**src/rtl/mips_mem_pkg.sv**
```systemverilog
// rtl/mips_mem_pkg.sv - shared types and constants for the MIPS Avalon memory master
package mips_mem_pkg;

   typedef enum logic [1:0] {
      IDLE,
      ISSUE,
      RECOVER
   } state_e;

   typedef enum logic {
      PORT_IFETCH,
      PORT_DATA
   } port_e;

   localparam logic [3:0] BE_WORD = 4'b1111;

endpackage

```
**src/rtl/mips_mem_req_latch.sv**
```systemverilog
// rtl/mips_mem_req_latch.sv - per-port pending request buffer with strobe capture and grant clear
module mips_mem_req_latch (
   input  logic        clk,
   input  logic        reset_n,
   input  logic        req,
   input  logic [31:2] req_addr,
   input  logic        req_we,
   input  logic [3:0]  req_be,
   input  logic [31:0] req_wdata,
   input  logic        busy,
   input  logic        grant,
   output logic        valid,
   output logic [31:2] addr,
   output logic        we,
   output logic [3:0]  be,
   output logic [31:0] wdata
);

   logic        pending_q;
   logic [31:2] addr_q;
   logic        we_q;
   logic [3:0]  be_q;
   logic [31:0] wdata_q;
   logic        accept;

   // A fresh strobe is offered to the arbiter in the same cycle it arrives.
   assign accept = req && !pending_q && !busy;
   assign valid  = pending_q || accept;
   assign addr   = pending_q ? addr_q  : req_addr;
   assign we     = pending_q ? we_q    : req_we;
   assign be     = pending_q ? be_q    : req_be;
   assign wdata  = pending_q ? wdata_q : req_wdata;

   always_ff @(posedge clk) begin
      if (!reset_n) begin
         pending_q <= 1'b0;
         addr_q    <= '0;
         we_q      <= 1'b0;
         be_q      <= '0;
         wdata_q   <= '0;
      end else if (grant) begin
         pending_q <= 1'b0;
      end else if (accept) begin
         pending_q <= 1'b1;
         addr_q    <= req_addr;
         we_q      <= req_we;
         be_q      <= req_be;
         wdata_q   <= req_wdata;
      end
   end

endmodule

```
**src/rtl/mips_avalon_mem_master.sv**
```systemverilog
// rtl/mips_avalon_mem_master.sv - Avalon-MM master arbitrating MIPS fetch and load/store ports
module mips_avalon_mem_master
   import mips_mem_pkg::*;
#(
   parameter int TIMEOUT_CYCLES = 0
) (
   input  logic        clk,
   input  logic        reset_n,
   input  logic        ifetch_req,
   input  logic [31:0] ifetch_addr,
   output logic [31:0] ifetch_rdata,
   output logic        ifetch_done,
   input  logic        data_req,
   input  logic        data_we,
   input  logic [31:0] data_addr,
   input  logic [3:0]  data_byteenable,
   input  logic [31:0] data_wdata,
   output logic [31:0] data_rdata,
   output logic        data_done,
   output logic        bus_error,
   output logic [31:0] avm_address,
   output logic [3:0]  avm_byteenable,
   output logic        avm_read,
   output logic        avm_write,
   output logic [31:0] avm_writedata,
   input  logic        avm_waitrequest,
   input  logic [31:0] avm_readdata
);

   localparam int CNT_W = (TIMEOUT_CYCLES > 0) ? $clog2(TIMEOUT_CYCLES + 1) : 1;
   localparam logic [CNT_W-1:0] CNT_MAX  = CNT_W'(TIMEOUT_CYCLES);
   localparam logic [CNT_W-1:0] CNT_LAST = CNT_W'((TIMEOUT_CYCLES > 0) ? TIMEOUT_CYCLES - 1 : 0);

   state_e            state_q, state_d;
   port_e             cur_port_q;
   logic [CNT_W-1:0]  wait_cnt_q;

   logic              grant_data, grant_ifetch, finish, abort, timeout_hit;
   logic              i_valid, i_we, d_valid, d_we;
   logic [31:2]       i_addr, d_addr, sel_addr;
   logic [3:0]        i_be, d_be, sel_be;
   logic [31:0]       i_wdata, d_wdata, sel_wdata;
   logic              sel_we;
   logic              unused_addr_lsbs;

   assign unused_addr_lsbs = ^{ifetch_addr[1:0], data_addr[1:0]};

   mips_mem_req_latch u_ifetch_latch (
      .clk       (clk),
      .reset_n   (reset_n),
      .req       (ifetch_req),
      .req_addr  (ifetch_addr[31:2]),
      .req_we    (1'b0),
      .req_be    (BE_WORD),
      .req_wdata (32'h0),
      .busy      ((state_q == ISSUE) && (cur_port_q == PORT_IFETCH)),
      .grant     (grant_ifetch),
      .valid     (i_valid),
      .addr      (i_addr),
      .we        (i_we),
      .be        (i_be),
      .wdata     (i_wdata)
   );

   mips_mem_req_latch u_data_latch (
      .clk       (clk),
      .reset_n   (reset_n),
      .req       (data_req),
      .req_addr  (data_addr[31:2]),
      .req_we    (data_we),
      .req_be    (data_byteenable),
      .req_wdata (data_wdata),
      .busy      ((state_q == ISSUE) && (cur_port_q == PORT_DATA)),
      .grant     (grant_data),
      .valid     (d_valid),
      .addr      (d_addr),
      .we        (d_we),
      .be        (d_be),
      .wdata     (d_wdata)
   );

   assign sel_addr  = grant_data ? d_addr  : i_addr;
   assign sel_we    = grant_data ? d_we    : i_we;
   assign sel_wdata = grant_data ? d_wdata : i_wdata;
   // Reads always move the full word regardless of the requested lanes.
   assign sel_be    = sel_we ? (grant_data ? d_be : i_be) : BE_WORD;

   assign timeout_hit = (TIMEOUT_CYCLES > 0) && avm_waitrequest && (wait_cnt_q == CNT_LAST);

   always_ff @(posedge clk) begin
      if (!reset_n) begin
         state_q <= IDLE;
      end else begin
         state_q <= state_d;
      end
   end

   always_comb begin
      state_d      = state_q;
      grant_data   = 1'b0;
      grant_ifetch = 1'b0;
      finish       = 1'b0;
      abort        = 1'b0;
      unique case (state_q)
         IDLE, RECOVER: begin
            if (d_valid) begin
               grant_data = 1'b1;
               state_d    = ISSUE;
            end else if (i_valid) begin
               grant_ifetch = 1'b1;
               state_d      = ISSUE;
            end else begin
               state_d = IDLE;
            end
         end
         ISSUE: begin
            if (!avm_waitrequest) begin
               finish  = 1'b1;
               state_d = RECOVER;
            end else if (timeout_hit) begin
               abort   = 1'b1;
               state_d = RECOVER;
            end
         end
         default: state_d = IDLE;
      endcase
   end

   always_ff @(posedge clk) begin
      if (!reset_n) begin
         cur_port_q     <= PORT_IFETCH;
         wait_cnt_q     <= '0;
         avm_address    <= '0;
         avm_byteenable <= '0;
         avm_read       <= 1'b0;
         avm_write      <= 1'b0;
         avm_writedata  <= '0;
         ifetch_rdata   <= '0;
         ifetch_done    <= 1'b0;
         data_rdata     <= '0;
         data_done      <= 1'b0;
         bus_error      <= 1'b0;
      end else begin
         ifetch_done <= 1'b0;
         data_done   <= 1'b0;
         bus_error   <= 1'b0;
         if (grant_data || grant_ifetch) begin
            cur_port_q     <= grant_data ? PORT_DATA : PORT_IFETCH;
            wait_cnt_q     <= '0;
            avm_address    <= {sel_addr, 2'b00};
            avm_byteenable <= sel_be;
            avm_read       <= !sel_we;
            avm_write      <= sel_we;
            avm_writedata  <= sel_wdata;
         end else if (finish || abort) begin
            avm_read  <= 1'b0;
            avm_write <= 1'b0;
            bus_error <= abort;
            if (cur_port_q == PORT_DATA) begin
               data_done <= 1'b1;
               if (avm_read) begin
                  data_rdata <= abort ? 32'h0 : avm_readdata;
               end
            end else begin
               ifetch_done  <= 1'b1;
               ifetch_rdata <= abort ? 32'h0 : avm_readdata;
            end
         end else if ((state_q == ISSUE) && avm_waitrequest && (wait_cnt_q != CNT_MAX)) begin
            wait_cnt_q <= wait_cnt_q + 1'b1;
         end
      end
   end

endmodule
```
**config.mk**
```make
export PLATFORM = sky130hd
export DESIGN_NAME = mips_avalon_mem_master
export DESIGN_NICKNAME = d
export VERILOG_FILES = /design/src/rtl/mips_mem_pkg.sv /design/src/rtl/mips_mem_req_latch.sv /design/src/rtl/mips_avalon_mem_master.sv
export SDC_FILE = /design/constraint.sdc
export NUM_CORES = 1
export LEC_CHECK = 0
export BUFFER_PORTS_ARGS = -buffer_cell sky130_fd_sc_hd__clkbuf_2
export CORE_ASPECT_RATIO = 0.6
export CORE_MARGIN = 2
export CORE_UTILIZATION = 30
export DETAILED_ROUTE_END_ITERATION = 8
export REMOVE_ABC_BUFFERS = 1
export SYNTH_ARGS = -nofsm -noshare
export SYNTH_HDL_FRONTEND = slang
export SYNTH_HIERARCHICAL = 1
export SYNTH_SLANG_ARGS = --single-unit
```
**constraint.sdc**
```tcl
create_clock -name clk -period 2.8 [get_ports clk]
set_input_delay 0.28 -clock clk [delete_from_list [all_inputs] [get_ports clk]]
set_output_delay 0.28 -clock clk [all_outputs]
set_load 0.02 [all_outputs]
```
==> metrics <==
CTS tree=done; global-route wire length before repair=56.17 mm; final setup vio count=0; sequential cell area fraction in the yosys report=43.82%; Crit Path Category=reg -> reg; CP required=3.29 ns; Slew HR=37.77%; Reg-to-Reg End=u_ifetch_latch/addr_q[12]$_SDFFE_PN0P_; layout cells sized above 1=26.01%; Worst path most repeated cell=nand2b_1; R2R cell count=8; RD Place Congestion=0.7475; library cells used by synthesis=32; core area=0.04072 mm²; P&R area growth vs syn=34.12%; Post-Syn Area=0.01247 mm²; vias=10941; PD cells=627.3 mW/mm²; I/O Pins=275; CP Capture Type=flip-flop; Die H=161.9 µm; Rows=57; first-pass iteration count of the detailed router=5; Clock Tree Buf Depth=3; max-slew violation count=0; worst hold slack=0.1183 ns; Hold Buf Count CTS=131; final setup skew=0.02457 ns; largest area contributor in the netlist=dfxtp_1; max_cap viols=0; Leak=7.064 nW; peak supply drop=0.3262 mV; hpwl dp=22.35 mm; Worst-Margin Slew=0.9335 ns; FF-to-FF Start=state_q[0]$_SDFFE_PN0P_; initial DRC count=489; vias in the first global route=10881; total grt overflow=0; antenna violations before repair=1; Starting Density=30.63%; CP peak stage delay=0.49 ns; post-CTS setup buffer count=0; Synth top area share=43.82%; post-synthesis register bit count=273; asr flop ratio synth=0%; Post-Syn Instances=1426; crit path DAT=2.90 ns; post-DR vias/cell=4.532; Antenna Violating Nets Remaining=0; minimum clock period=2.413 ns; worst-path cell chain=nor3b_1, nand2b_1, nand2_1, nand2b_1, nor2_1, nor4b_4, buf_12, mux2i_1; Placed Cells=2235; crit path max fanout=37; Synth Flop Type=dfxtp_1; largest net degree at the start of global routing=114; post-CTS sizing=0; Post-Route WL=35.48 mm; wire per inst=14.70 µm; EDFF count, synth=0; H-tree depth=1; Worst setup SP type=flip-flop; remaining routing DRC violations=0; Fin. Hold Viols=0; final core utilization=41.08%; Hold Crit Class=in -> reg; crit path to=u_ifetch_latch/addr_q[12]$_SDFFE_PN0P_; clk_lat worst skew=0.56 ns; fin nets=1974; Die W=267.2 µm; top post-synthesis cells by area=dfxtp_1, nand2_1, mux2i_1, mux2_2, o21ai_0; clk slew on worst S/H paths=0.07 ns; most frequent cell after synthesis=nand2_1; Syn. warnings=6; total clock sinks=273; RSZ-0062 raised after global routing=false; CTS Buf Count=28; IO Port Bufs=267; status=completed; critical path startpoint=state_q[0]$_SDFFE_PN0P_; GRT Overall Usage=15.82%; Mapped Avg Cell Area=8.747 µm²; worst reg2reg setup slack=0.39 ns; fin cells=2414; Synth top cells by count=nand2_1, dfxtp_1, mux2i_1; crit path max-delay cell type=dfxtp_1; Clock Tree Root=clkbuf_16; Max Freq=0.4144 GHz; Die ar.=0.04328 mm²; Tcrit/Tclk final=86.18%
## sequential cells by signal, summed over array words and instances, names as in the netlist
signal / count
u_data_latch/wdata_q: 32
u_data_latch/pending_q: 1
u_ifetch_latch/pending_q: 1
u_data_latch/addr_q: 30
ifetch_done: 1
avm_address: 30
u_data_latch/be_q: 4
ifetch_rdata: 32
u_ifetch_latch/wdata_q: 32
avm_writedata: 32
avm_read: 1
avm_write: 1
u_ifetch_latch/addr_q: 30
u_ifetch_latch/be_q: 4
data_rdata: 32
avm_byteenable: 4
data_done: 1
state_q: 2
u_ifetch_latch/we_q: 1
cur_port_q: 1
u_data_latch/we_q: 1
## worst max-delay path: cells and delay by family (launching register included)
kind / cells / cell delay (ns)
mux: 1 / 0.24
flops: 1 / 0.49
buf+inv: 1 / 0.33
simple gates: 6 / 1.22
## where the power goes
part	internal, mW	total, mW	switching (mW)	leakage (nW)
combinational	1.01	2.38	1.37	4.40
sequential	4.27	4.49	0.219	2.24
clock	2.02	3.62	1.60	0.425
## area by class of cell
class | count | area, µm²
inverters | 3 | 11.26
diodes | 1 | 2.502
fillers | 3986 | 23990
well taps | 560 | 700.7
flip-flops and latches | 273 | 5473
clock inverters | 9 | 70.07
multi-input cells | 1102 | 6671
clock buffers | 38 | 779.5
repair buffers | 428 | 3020
## logic make-up (layout without fill, tap and decap cells)
| family | after synthesis | count (layout) | synth area share [%] |
|---|---|---|---|
| buffers and inverters | 126 | 478 | 5.076 |
| flip-flops | 273 | 273 | 43.82 |
| multiplexers | 300 | 300 | 25.42 |
| AND/OR/NAND/NOR | 553 | 553 | 17.95 |
| AO/OA/AOI/OAI | 172 | 172 | 7.684 |
| other | 2 | 78 | 0.06021 |
## per-layer routing
metal  GRT usage [%]  part of all wire (%)
met1           20.35                    46
met3           3.229                   4.2
met5               0                     0
met4           3.422                   2.0
met2           27.34                    47
## through the flow
| stage | TNS, ns | total power [mW] | instance area, µm² | setup WS [ns] |
|---|---|---|---|---|
| floorplan | -585.67 | 5.963 | 12130 | -4.182 |
| CTS | 0 | 10.65 | 16730 | 0.3661 |
| global route | 0 | 11.04 | 16730 | 0.1820 |
| global placement | 0 | 6.741 | 14570 | 0.4844 |
| finish | 0 | 10.49 | 16730 | 0.3868 |
| detailed placement | 0 | 6.809 | 14570 | 0.3753 |
## layout by cell type (no fill, tap or decap), types with 2 or more instances in the layout
| cell type | instances |
|---|---|
| nor2_1 | 2 |
| dfxtp_1 | 271 |
| clkbuf_8 | 2 |
| a21oi_1 | 4 |
| nand3_1 | 32 |
| inv_1 | 2 |
| nor2b_1 | 2 |
| clkinv_2 | 8 |
| o21ai_0 | 93 |
| a31oi_1 | 66 |
| clkbuf_1 | 7 |
| dlygate4sd3_1 | 131 |
| mux2_2 | 134 |
| buf_4 | 19 |
| o21ai_1 | 5 |
| clkbuf_2 | 266 |
| mux2i_1 | 166 |
| clkbuf_16 | 29 |
| buf_12 | 11 |
| nor4b_4 | 3 |
| dfxtp_4 | 2 |
| nand2b_1 | 5 |
| nand2_1 | 498 |
| conb_1 | 77 |
| and3b_1 | 2 |
| nor3b_1 | 3 |
| o21a_1 | 2 |
## how the worst min path moves through the flow
stage,from,end,slack [ns],cells after the start
floorplan,reset_n,state_q[0]$_SDFFE_PN0P_,0.40,1
global placement,ifetch_rdata[28]$_SDFFE_PN0P_,ifetch_rdata[28]$_SDFFE_PN0P_,0.44,2
detailed placement,ifetch_rdata[31]$_SDFFE_PN0P_,ifetch_rdata[31]$_SDFFE_PN0P_,0.45,2
CTS,avm_waitrequest,ifetch_rdata[0]$_SDFFE_PN0P_,0.09,3
global route,avm_waitrequest,ifetch_rdata[0]$_SDFFE_PN0P_,0.11,3
finish,avm_waitrequest,ifetch_rdata[0]$_SDFFE_PN0P_,0.12,3
Power figures use the tool's default switching activity.
